### src/rtl/voter_auth_gate_if.sv
// Keypad/ballot bundle between the voter-facing front end and voter_auth_gate.
// master drives keypad, buttons and password; slave is the gate itself.
interface voter_auth_gate_if #(
  parameter int DIGITS = 4
);
  logic                  digit_valid;
  logic [3:0]            digit;
  logic [4*DIGITS-1:0]   valid_pw;
  logic                  clear;
  logic [3:0]            btn;
  logic                  admin_unlock;
  logic [3:0]            vote_pulse;
  logic                  match;
  logic                  locked;
  logic [2:0]            fail_cnt;
  logic                  busy;

  modport master (
    output digit_valid, digit, valid_pw, clear, btn, admin_unlock,
    input  vote_pulse, match, locked, fail_cnt, busy
  );

  modport slave (
    input  digit_valid, digit, valid_pw, clear, btn, admin_unlock,
    output vote_pulse, match, locked, fail_cnt, busy
  );
endinterface

### src/rtl/voter_auth_gate.sv
// Password gate in front of the vote counters: BCD entry, compare, one vote per
// authentication, vote-window timeout and lockout after repeated failures.
//
// state   | meaning
// --------+-----------------------------------------------------------
// IDLE    | collecting keypad digits
// CHECK   | one cycle: compare entry with valid_pw, count failures
// VOTE    | ballot open, waiting for an armed one-hot button press
// RELEASE | vote cast, waiting for all buttons to be released
// LOCKED  | too many failures, only admin_unlock is honoured
module voter_auth_gate #(
  parameter int DIGITS       = 4,
  parameter int MAX_TRIES    = 3,
  parameter int VOTE_TIMEOUT = 200
) (
  input  logic              clk,
  input  logic              rst_n,
  voter_auth_gate_if.slave  bus
);

  localparam int PW_W  = 4 * DIGITS;
  localparam int CNT_W = $clog2(DIGITS + 1);
  localparam int TMR_W = 16;

  typedef enum logic [2:0] {
    S_IDLE    = 3'd0,
    S_CHECK   = 3'd1,
    S_VOTE    = 3'd2,
    S_RELEASE = 3'd3,
    S_LOCKED  = 3'd4
  } state_t;

  state_t             state_q, state_d;
  logic [PW_W-1:0]    pw_q, pw_d;
  logic [CNT_W-1:0]   cnt_q, cnt_d;
  logic               err_q, err_d;
  logic [TMR_W-1:0]   timer_q, timer_d;
  logic               armed_q, armed_d;
  logic [2:0]         fail_q, fail_d;
  logic [3:0]         vote_q, vote_d;
  logic               match_q, locked_q, busy_q;

  logic               btn_onehot;
  logic               pw_ok;
  logic [2:0]         fail_inc;

  assign btn_onehot = (bus.btn != 4'd0) && ((bus.btn & (bus.btn - 4'd1)) == 4'd0);
  assign pw_ok      = !err_q && (pw_q == bus.valid_pw);
  assign fail_inc   = (fail_q >= 3'(MAX_TRIES)) ? fail_q : fail_q + 3'd1;

  always_comb begin
    state_d = state_q;
    pw_d    = pw_q;
    cnt_d   = cnt_q;
    err_d   = err_q;
    timer_d = timer_q;
    armed_d = armed_q;
    fail_d  = fail_q;
    vote_d  = 4'd0;

    case (state_q)
      S_IDLE: begin
        if (bus.clear) begin
          pw_d  = '0;
          cnt_d = '0;
          err_d = 1'b0;
        end else if (bus.digit_valid) begin
          // first digit ends up in the MSB nibble after DIGITS shifts
          pw_d  = {pw_q[PW_W-5:0], bus.digit};
          cnt_d = cnt_q + CNT_W'(1);
          if (bus.digit > 4'd9) err_d = 1'b1;
          if (cnt_q == CNT_W'(DIGITS - 1)) state_d = S_CHECK;
        end
      end

      S_CHECK: begin
        pw_d    = '0;
        cnt_d   = '0;
        err_d   = 1'b0;
        armed_d = 1'b0;
        if (pw_ok) begin
          state_d = S_VOTE;
          timer_d = TMR_W'(VOTE_TIMEOUT - 1);
        end else begin
          fail_d  = fail_inc;
          state_d = (fail_inc == 3'(MAX_TRIES)) ? S_LOCKED : S_IDLE;
        end
      end

      S_VOTE: begin
        if (bus.clear) begin
          state_d = S_IDLE;
          timer_d = '0;
        end else if (armed_q && btn_onehot) begin
          vote_d  = bus.btn;
          fail_d  = 3'd0;
          state_d = S_RELEASE;
          timer_d = '0;
        end else if (timer_q == '0) begin
          state_d = S_IDLE;
        end else begin
          timer_d = timer_q - TMR_W'(1);
          // a button still held from the previous voter must be released first
          if (bus.btn == 4'd0) armed_d = 1'b1;
        end
      end

      S_RELEASE: begin
        armed_d = 1'b0;
        if (bus.btn == 4'd0) state_d = S_IDLE;
      end

      S_LOCKED: begin
        if (bus.admin_unlock) begin
          state_d = S_IDLE;
          fail_d  = 3'd0;
        end
      end

      default: state_d = S_IDLE;
    endcase
  end

  always_ff @(posedge clk) begin
    if (!rst_n) begin
      state_q  <= S_IDLE;
      pw_q     <= '0;
      cnt_q    <= '0;
      err_q    <= 1'b0;
      timer_q  <= '0;
      armed_q  <= 1'b0;
      fail_q   <= 3'd0;
      vote_q   <= 4'd0;
      match_q  <= 1'b0;
      locked_q <= 1'b0;
      busy_q   <= 1'b0;
    end else begin
      state_q  <= state_d;
      pw_q     <= pw_d;
      cnt_q    <= cnt_d;
      err_q    <= err_d;
      timer_q  <= timer_d;
      armed_q  <= armed_d;
      fail_q   <= fail_d;
      vote_q   <= vote_d;
      match_q  <= (state_d == S_VOTE) || (state_d == S_RELEASE);
      locked_q <= (state_d == S_LOCKED);
      busy_q   <= (state_d != S_IDLE);
    end
  end

  assign bus.vote_pulse = vote_q;
  assign bus.match      = match_q;
  assign bus.locked     = locked_q;
  assign bus.fail_cnt   = fail_q;
  assign bus.busy       = busy_q;

endmodule

### src/flat_wrapper.sv
// flat-port wrapper written by rule: the top's interface ports become plain ports
module voter_auth_gate_flat 
#(
  parameter int DIGITS       = 4,
  parameter int MAX_TRIES    = 3,
  parameter int VOTE_TIMEOUT = 200
)
  (clk, rst_n, bus_digit_valid, bus_digit, bus_valid_pw, bus_clear, bus_btn, bus_admin_unlock, bus_vote_pulse, bus_match, bus_locked, bus_fail_cnt, bus_busy);
  voter_auth_gate_if #(.DIGITS(DIGITS)) bus_i ();
  input  logic clk;
  input  logic rst_n;
  input wire logic [$bits(bus_i.digit_valid)-1:0] bus_digit_valid;
  input wire logic [$bits(bus_i.digit)-1:0] bus_digit;
  input wire logic [$bits(bus_i.valid_pw)-1:0] bus_valid_pw;
  input wire logic [$bits(bus_i.clear)-1:0] bus_clear;
  input wire logic [$bits(bus_i.btn)-1:0] bus_btn;
  input wire logic [$bits(bus_i.admin_unlock)-1:0] bus_admin_unlock;
  output wire logic [$bits(bus_i.vote_pulse)-1:0] bus_vote_pulse;
  output wire logic [$bits(bus_i.match)-1:0] bus_match;
  output wire logic [$bits(bus_i.locked)-1:0] bus_locked;
  output wire logic [$bits(bus_i.fail_cnt)-1:0] bus_fail_cnt;
  output wire logic [$bits(bus_i.busy)-1:0] bus_busy;
  assign bus_i.digit_valid = bus_digit_valid;
  assign bus_i.digit = bus_digit;
  assign bus_i.valid_pw = bus_valid_pw;
  assign bus_i.clear = bus_clear;
  assign bus_i.btn = bus_btn;
  assign bus_i.admin_unlock = bus_admin_unlock;
  assign bus_vote_pulse = bus_i.vote_pulse;
  assign bus_match = bus_i.match;
  assign bus_locked = bus_i.locked;
  assign bus_fail_cnt = bus_i.fail_cnt;
  assign bus_busy = bus_i.busy;
  voter_auth_gate #(.DIGITS(DIGITS), .MAX_TRIES(MAX_TRIES), .VOTE_TIMEOUT(VOTE_TIMEOUT)) u_core (.clk(clk), .rst_n(rst_n), .bus(bus_i));
endmodule
### config.mk
export PLATFORM = sky130hd
export DESIGN_NAME = voter_auth_gate_flat
export DESIGN_NICKNAME = d
export VERILOG_FILES = /design/src/rtl/voter_auth_gate_if.sv /design/src/rtl/voter_auth_gate.sv /design/src/flat_wrapper.sv
export SDC_FILE = /design/constraint.sdc
export NUM_CORES = 1
export LEC_CHECK = 0
export ABC_CLOCK_PERIOD_IN_PS = 4400
export CAP_MARGIN = 20
export CORE_AREA = 2 2 69 71
export CTS_CLUSTER_SIZE = 16
export DETAILED_ROUTE_END_ITERATION = 6
export DIE_AREA = 0 0 71 73
export DONT_BUFFER_PORTS = 1
export GPL_TIMING_DRIVEN = 0
export PLACE_DENSITY = 0.75
export SYNTH_ARGS = -nofsm -noshare
export SYNTH_HDL_FRONTEND = slang
export SYNTH_SLANG_ARGS = --single-unit
### constraint.sdc
create_clock -name clk -period 4.4 [get_ports clk]
set_input_delay 0.88 -clock clk [delete_from_list [all_inputs] [get_ports clk]]
set_output_delay 0.88 -clock clk [all_outputs]
set_load 0.05 [all_outputs]
==> run_summary.xml <==
<?xml version="1.0" encoding="UTF-8"?>
<metrics>
  <group name="run_status">
    <metric name="outcome" unit="">finished clean</metric>
  </group>
  <group name="timing">
    <metric name="fin_setup_tns" unit="ps">0</metric>
    <metric name="maxSlewHeadroom" unit="%">50.1</metric>
    <metric name="maxClockFrequency" unit="MHz">344</metric>
    <metric name="post-route-period-util" unit="%">66.0</metric>
    <metric name="final.min_clock_period" unit="ps">2900</metric>
    <metric name="grt_setup_unrepaired" unit="">false</metric>
    <metric name="final.hold.worst_slack" unit="ps">506</metric>
    <metric name="final-max-slew-violation-count" unit="">0</metric>
    <metric name="fin_worst_skew" unit="ps">6.78</metric>
    <metric name="final_report_setup_violation_count" unit="">0</metric>
    <metric name="worst-slew-pin-transition" unit="ps">743</metric>
    <metric name="hold_viol" unit="">0</metric>
  </group>
  <group name="cts">
    <metric name="clock-root-buffer" unit="">clkbuf_8</metric>
    <metric name="path_clk_slew" unit="ps">90</metric>
    <metric name="cts_made_buffers" unit="">5</metric>
    <metric name="clkLatencyLatePin" unit="ps">310</metric>
    <metric name="postCtsSetupBuffers" unit="">0</metric>
    <metric name="htree_levels" unit="">2</metric>
    <metric name="cts_tree" unit="">yes</metric>
    <metric name="cts-resized-gates" unit="">0</metric>
    <metric name="clock_sinks" unit="">50</metric>
    <metric name="cts_hold_buf" unit="">0</metric>
    <metric name="max-clock-path-buffers" unit="">2</metric>
  </group>
  <group name="grt">
    <metric name="global_route_wire_length_before_repair" unit="µm">9940</metric>
    <metric name="grt_use_total" unit="%">24.1</metric>
    <metric name="antenna_found_initial" unit="">0</metric>
    <metric name="gr-total-overflow" unit="">0</metric>
    <metric name="grt_pass1_vias" unit="">2143</metric>
    <metric name="grt_start_max_net_pins" unit="">17</metric>
  </group>
  <group name="pwr">
    <metric name="switching_share" unit="%">24.1</metric>
    <metric name="comb_pwr_share" unit="%">4.8</metric>
    <metric name="p_int" unit="mW">0.581</metric>
    <metric name="p_per_area" unit="mW/mm²">281</metric>
    <metric name="cellLeakagePower" unit="nW">0.957</metric>
    <metric name="seq_power_share" unit="%">59.7</metric>
    <metric name="power.net_switching" unit="mW">0.185</metric>
    <metric name="vdd_ir_drop_max" unit="µV">215</metric>
    <metric name="clock_power_share" unit="%">35.4</metric>
  </group>
  <group name="flow_run">
    <metric name="max_cap_viol_count" unit="">0</metric>
  </group>
  <group name="placement">
    <metric name="placed_cell_area" unit="mm²">0.00264</metric>
    <metric name="gpl.final_weighted_congestion" unit="">0.833</metric>
    <metric name="hpwl" unit="µm">4290</metric>
    <metric name="portBuffers" unit="">0</metric>
  </group>
  <group name="yosys">
    <metric name="main_combinational_cell_family_by_area_after_synthesis" unit="">compound AO/OA/AOI/OAI gates</metric>
    <metric name="synth_enable_flop_cells" unit="">0</metric>
    <metric name="post_synth_xor_area_fraction" unit="%">4.09</metric>
    <metric name="synth_cell_types" unit="">53</metric>
    <metric name="yosysSeqAreaShare" unit="%">38.9</metric>
    <metric name="syn-mean-instance-area" unit="µm²">8.57</metric>
    <metric name="synth_async_sr_flop_share" unit="%">0</metric>
    <metric name="synthCells" unit="">300</metric>
    <metric name="postSynthRegisterBits" unit="">50</metric>
    <metric name="yosys_warnings" unit="">0</metric>
    <metric name="postSynth.topFlopCell" unit="">dfxtp_1</metric>
    <metric name="yosys-mux-area-fraction" unit="%">0.779</metric>
    <metric name="synth-compound-area-share" unit="%">26.7</metric>
    <metric name="yosys.area_share.simple" unit="%">21.4</metric>
    <metric name="total_nets_after_synthesis" unit="">334</metric>
    <metric name="synth_area" unit="mm²">0.00257</metric>
    <metric name="synth_fa_ha_area_share" unit="%">2.43</metric>
  </group>
  <group name="worst_setup_path">
    <metric name="cp_max_fo" unit="">8</metric>
    <metric name="endpoint" unit="">u_core.timer_q[4]$_SDFFE_PN0P_</metric>
    <metric name="critical_path.endpoint_type" unit="">flip-flop</metric>
    <metric name="path_cells" unit="">inv_1 -&gt; ha_1 -&gt; or4b_4 -&gt; or3_1 -&gt; buf_6 -&gt; or3_1 -&gt; clkbuf_1 -&gt; and2_1 -&gt; buf_6 -&gt; a31oi_1 -&gt; a311oi_1</metric>
    <metric name="worst_setup_path_start_kind" unit="">flip-flop</metric>
    <metric name="cp_num_buf_inv" unit="">4</metric>
    <metric name="r2r_cells" unit="">11</metric>
    <metric name="crit_path_top_delay_cell" unit="">or4b_4</metric>
    <metric name="r2r-end" unit="">u_core.timer_q[4]$_SDFFE_PN0P_</metric>
    <metric name="crit_start" unit="">u_core.timer_q[0]$_SDFFE_PN0P_</metric>
    <metric name="timing.critical_path.slowest_cell_delay" unit="ps">520</metric>
    <metric name="path_depth" unit="">11</metric>
    <metric name="cp_top_family" unit="">simple AND/OR/NAND/NOR gates</metric>
    <metric name="worst-setup-path-type" unit="">reg2reg</metric>
    <metric name="crit-reg2reg-launch" unit="">u_core.timer_q[0]$_SDFFE_PN0P_</metric>
    <metric name="critical_path_required_time" unit="ps">4570</metric>
    <metric name="arrival" unit="ps">3080</metric>
    <metric name="setup.reg_to_reg.worst_slack" unit="ps">1500</metric>
  </group>
  <group name="die">
    <metric name="io_pins" unit="">39</metric>
    <metric name="initial_core_util" unit="%">56.7</metric>
    <metric name="core-area" unit="mm²">0.00454</metric>
    <metric name="rows" unit="">25</metric>
    <metric name="die_area" unit="mm²">0.00518</metric>
    <metric name="die_width" unit="µm">71</metric>
    <metric name="chipHeight" unit="µm">73</metric>
  </group>
  <group name="final_layout">
    <metric name="finish.net_count" unit="">341</metric>
    <metric name="area_delta_synth_final" unit="%">6.13</metric>
    <metric name="final_core_utilization" unit="%">60.1</metric>
    <metric name="non_filler_cell_area_final" unit="mm²">0.00273</metric>
    <metric name="insertedDiodeCount" unit="">0</metric>
    <metric name="share_of_layout_cells_above_drive_strength_1" unit="%">5.84</metric>
  </group>
  <group name="drt">
    <metric name="routed_wire_length_per_instance" unit="µm">16.2</metric>
    <metric name="antenna_violation_net_count_after_detailed_routing" unit="">0</metric>
    <metric name="detailroute.via_count" unit="">2230</metric>
    <metric name="drtIter0Drc" unit="">185</metric>
    <metric name="route.detailed.vias_per_inst" unit="">6.16</metric>
    <metric name="total_routed_length" unit="µm">5870</metric>
    <metric name="drt_pre_antenna_iters" unit="">4</metric>
    <metric name="drcViolationCount" unit="">0</metric>
  </group>
  <group name="min_path">
    <metric name="min_path_type" unit="">reg2reg</metric>
  </group>
</metrics>
worst min-delay path, stage by stage (launching register included):
cell and delay, ps:
dfxtp_1 340, mux2i_1 60, nor2_1 70
state kept, by name, indices dropped and copies added, names as in the netlist:
signal	cells
u_core.timer_q	16
u_core.err_q	1
u_core.bus.fail_cnt	3
u_core.pw_q	16
u_core.bus.busy	1
u_core.bus.match	1
u_core.cnt_q	3
u_core.bus.locked	1
u_core.state_q	3
u_core.bus.vote_pulse	4
u_core.armed_q	1
cell usage after synthesis (3+ instances only):
cell type,count,area share [%]
o21ai_0,11,2.1
xnor2_1,7,2.4
buf_6,3,1.3
a21oi_2,3,1.0
inv_1,14,2.0
nor4_1,5,1.2
dfxtp_1,50,39
a311oi_1,4,1.4
ha_1,5,2.4
a22oi_1,18,5.3
nor3_1,11,2.1
nand2b_1,8,1.9
clkbuf_1,16,2.3
a21oi_1,18,3.5
nand2_1,14,2.0
a31oi_1,5,1.2
or4_1,3,0.88
and2_1,6,1.5
xor2_1,5,1.7
nor2_1,36,5.3
or3_1,7,1.7
o31ai_1,3,0.88
a211oi_1,5,1.5
cell usage in the layout (no fill, tap or decap), types with 3 or more instances in the layout:
| master | Yosys | routed |
|---|---|---|
| nand2_1 | 14 | 14 |
| nor2_1 | 36 | 36 |
| a21oi_2 | 3 | 3 |
| nor4_1 | 5 | 5 |
| a31oi_1 | 5 | 5 |
| o21ai_0 | 11 | 11 |
| dfxtp_1 | 50 | 50 |
| nor3_1 | 11 | 11 |
| inv_1 | 14 | 14 |
| or4_1 | 3 | 3 |
| xor2_1 | 5 | 5 |
| clkbuf_8 | 0 | 5 |
| ha_1 | 5 | 5 |
| o31ai_1 | 3 | 3 |
| a311oi_1 | 4 | 4 |
| clkbuf_1 | 16 | 16 |
| a211oi_1 | 5 | 5 |
| or3_1 | 7 | 7 |
| nand2b_1 | 8 | 8 |
| a22oi_1 | 18 | 18 |
| and2_1 | 6 | 6 |
| a21oi_1 | 18 | 18 |
| buf_6 | 3 | 3 |
| xnor2_1 | 7 | 7 |
per-stage QoR:
step | std cells | setup WS (ps) | total power [mW]
after floorplan | 300 | 1660 | 0.496
after global placement | 354 | 1230 | 0.504
after detailed placement | 354 | 1230 | 0.505
after CTS | 362 | 1510 | 0.770
after global routing | 362 | 1370 | 0.792
final | 362 | 1500 | 0.766
power by group through the flow:
| stage | clock, mW | combinational, mW | sequential [mW] |
|---|---|---|---|
| floorplan | 0 | 0.0292 | 0.467 |
| global placement | 0 | 0.0365 | 0.468 |
| detailed placement | 0 | 0.0372 | 0.468 |
| CTS | 0.276 | 0.0373 | 0.457 |
| global route | 0.293 | 0.0412 | 0.458 |
| finish | 0.271 | 0.0371 | 0.457 |
final cells by class:
| class | count | area, µm² |
|---|---|---|
| Inverter | 14 | 52.6 |
| Fill cell | 408 | 1810 |
| Multi-Input combinational cell | 217 | 1420 |
| Tap cell | 54 | 67.6 |
| Buffer | 19 | 93.8 |
| Sequential cell | 50 | 1000 |
| Clock buffer | 5 | 68.8 |
| Clock inverter | 3 | 21.3 |
worst min path at each step:
stage,startpoint,to,slack (ps),cells after the start
after floorplan,u_core.err_q$_SDFFE_PN0P_,u_core.err_q$_SDFFE_PN0P_,450,2
after global placement,u_core.err_q$_SDFFE_PN0P_,u_core.err_q$_SDFFE_PN0P_,480,2
after detailed placement,u_core.err_q$_SDFFE_PN0P_,u_core.err_q$_SDFFE_PN0P_,480,2
after CTS,u_core.err_q$_SDFFE_PN0P_,u_core.err_q$_SDFFE_PN0P_,500,2
after global routing,u_core.err_q$_SDFFE_PN0P_,u_core.err_q$_SDFFE_PN0P_,530,2
final,u_core.err_q$_SDFFE_PN0P_,u_core.err_q$_SDFFE_PN0P_,510,2
layer usage:
layer,GRT usage (%),routed length (µm),share of wire (%)
met1,28.9,2560,44
met2,43.0,2960,50
met3,4.97,269,4.6
met4,7.97,79,1.3
met5,0,0,0
logic make-up (layout without fill, tap and decap cells):
family / after synthesis / after routing
AO/OA/AOI/OAI: 94 / 94
XOR/XNOR: 12 / 12
adder cells (fa/ha/maj): 5 / 5
buffers and inverters: 33 / 41
flip-flops: 50 / 50
multiplexers: 2 / 2
AND/OR/NAND/NOR: 104 / 104
No activity file was read; power rests on OpenSTA's default activity.
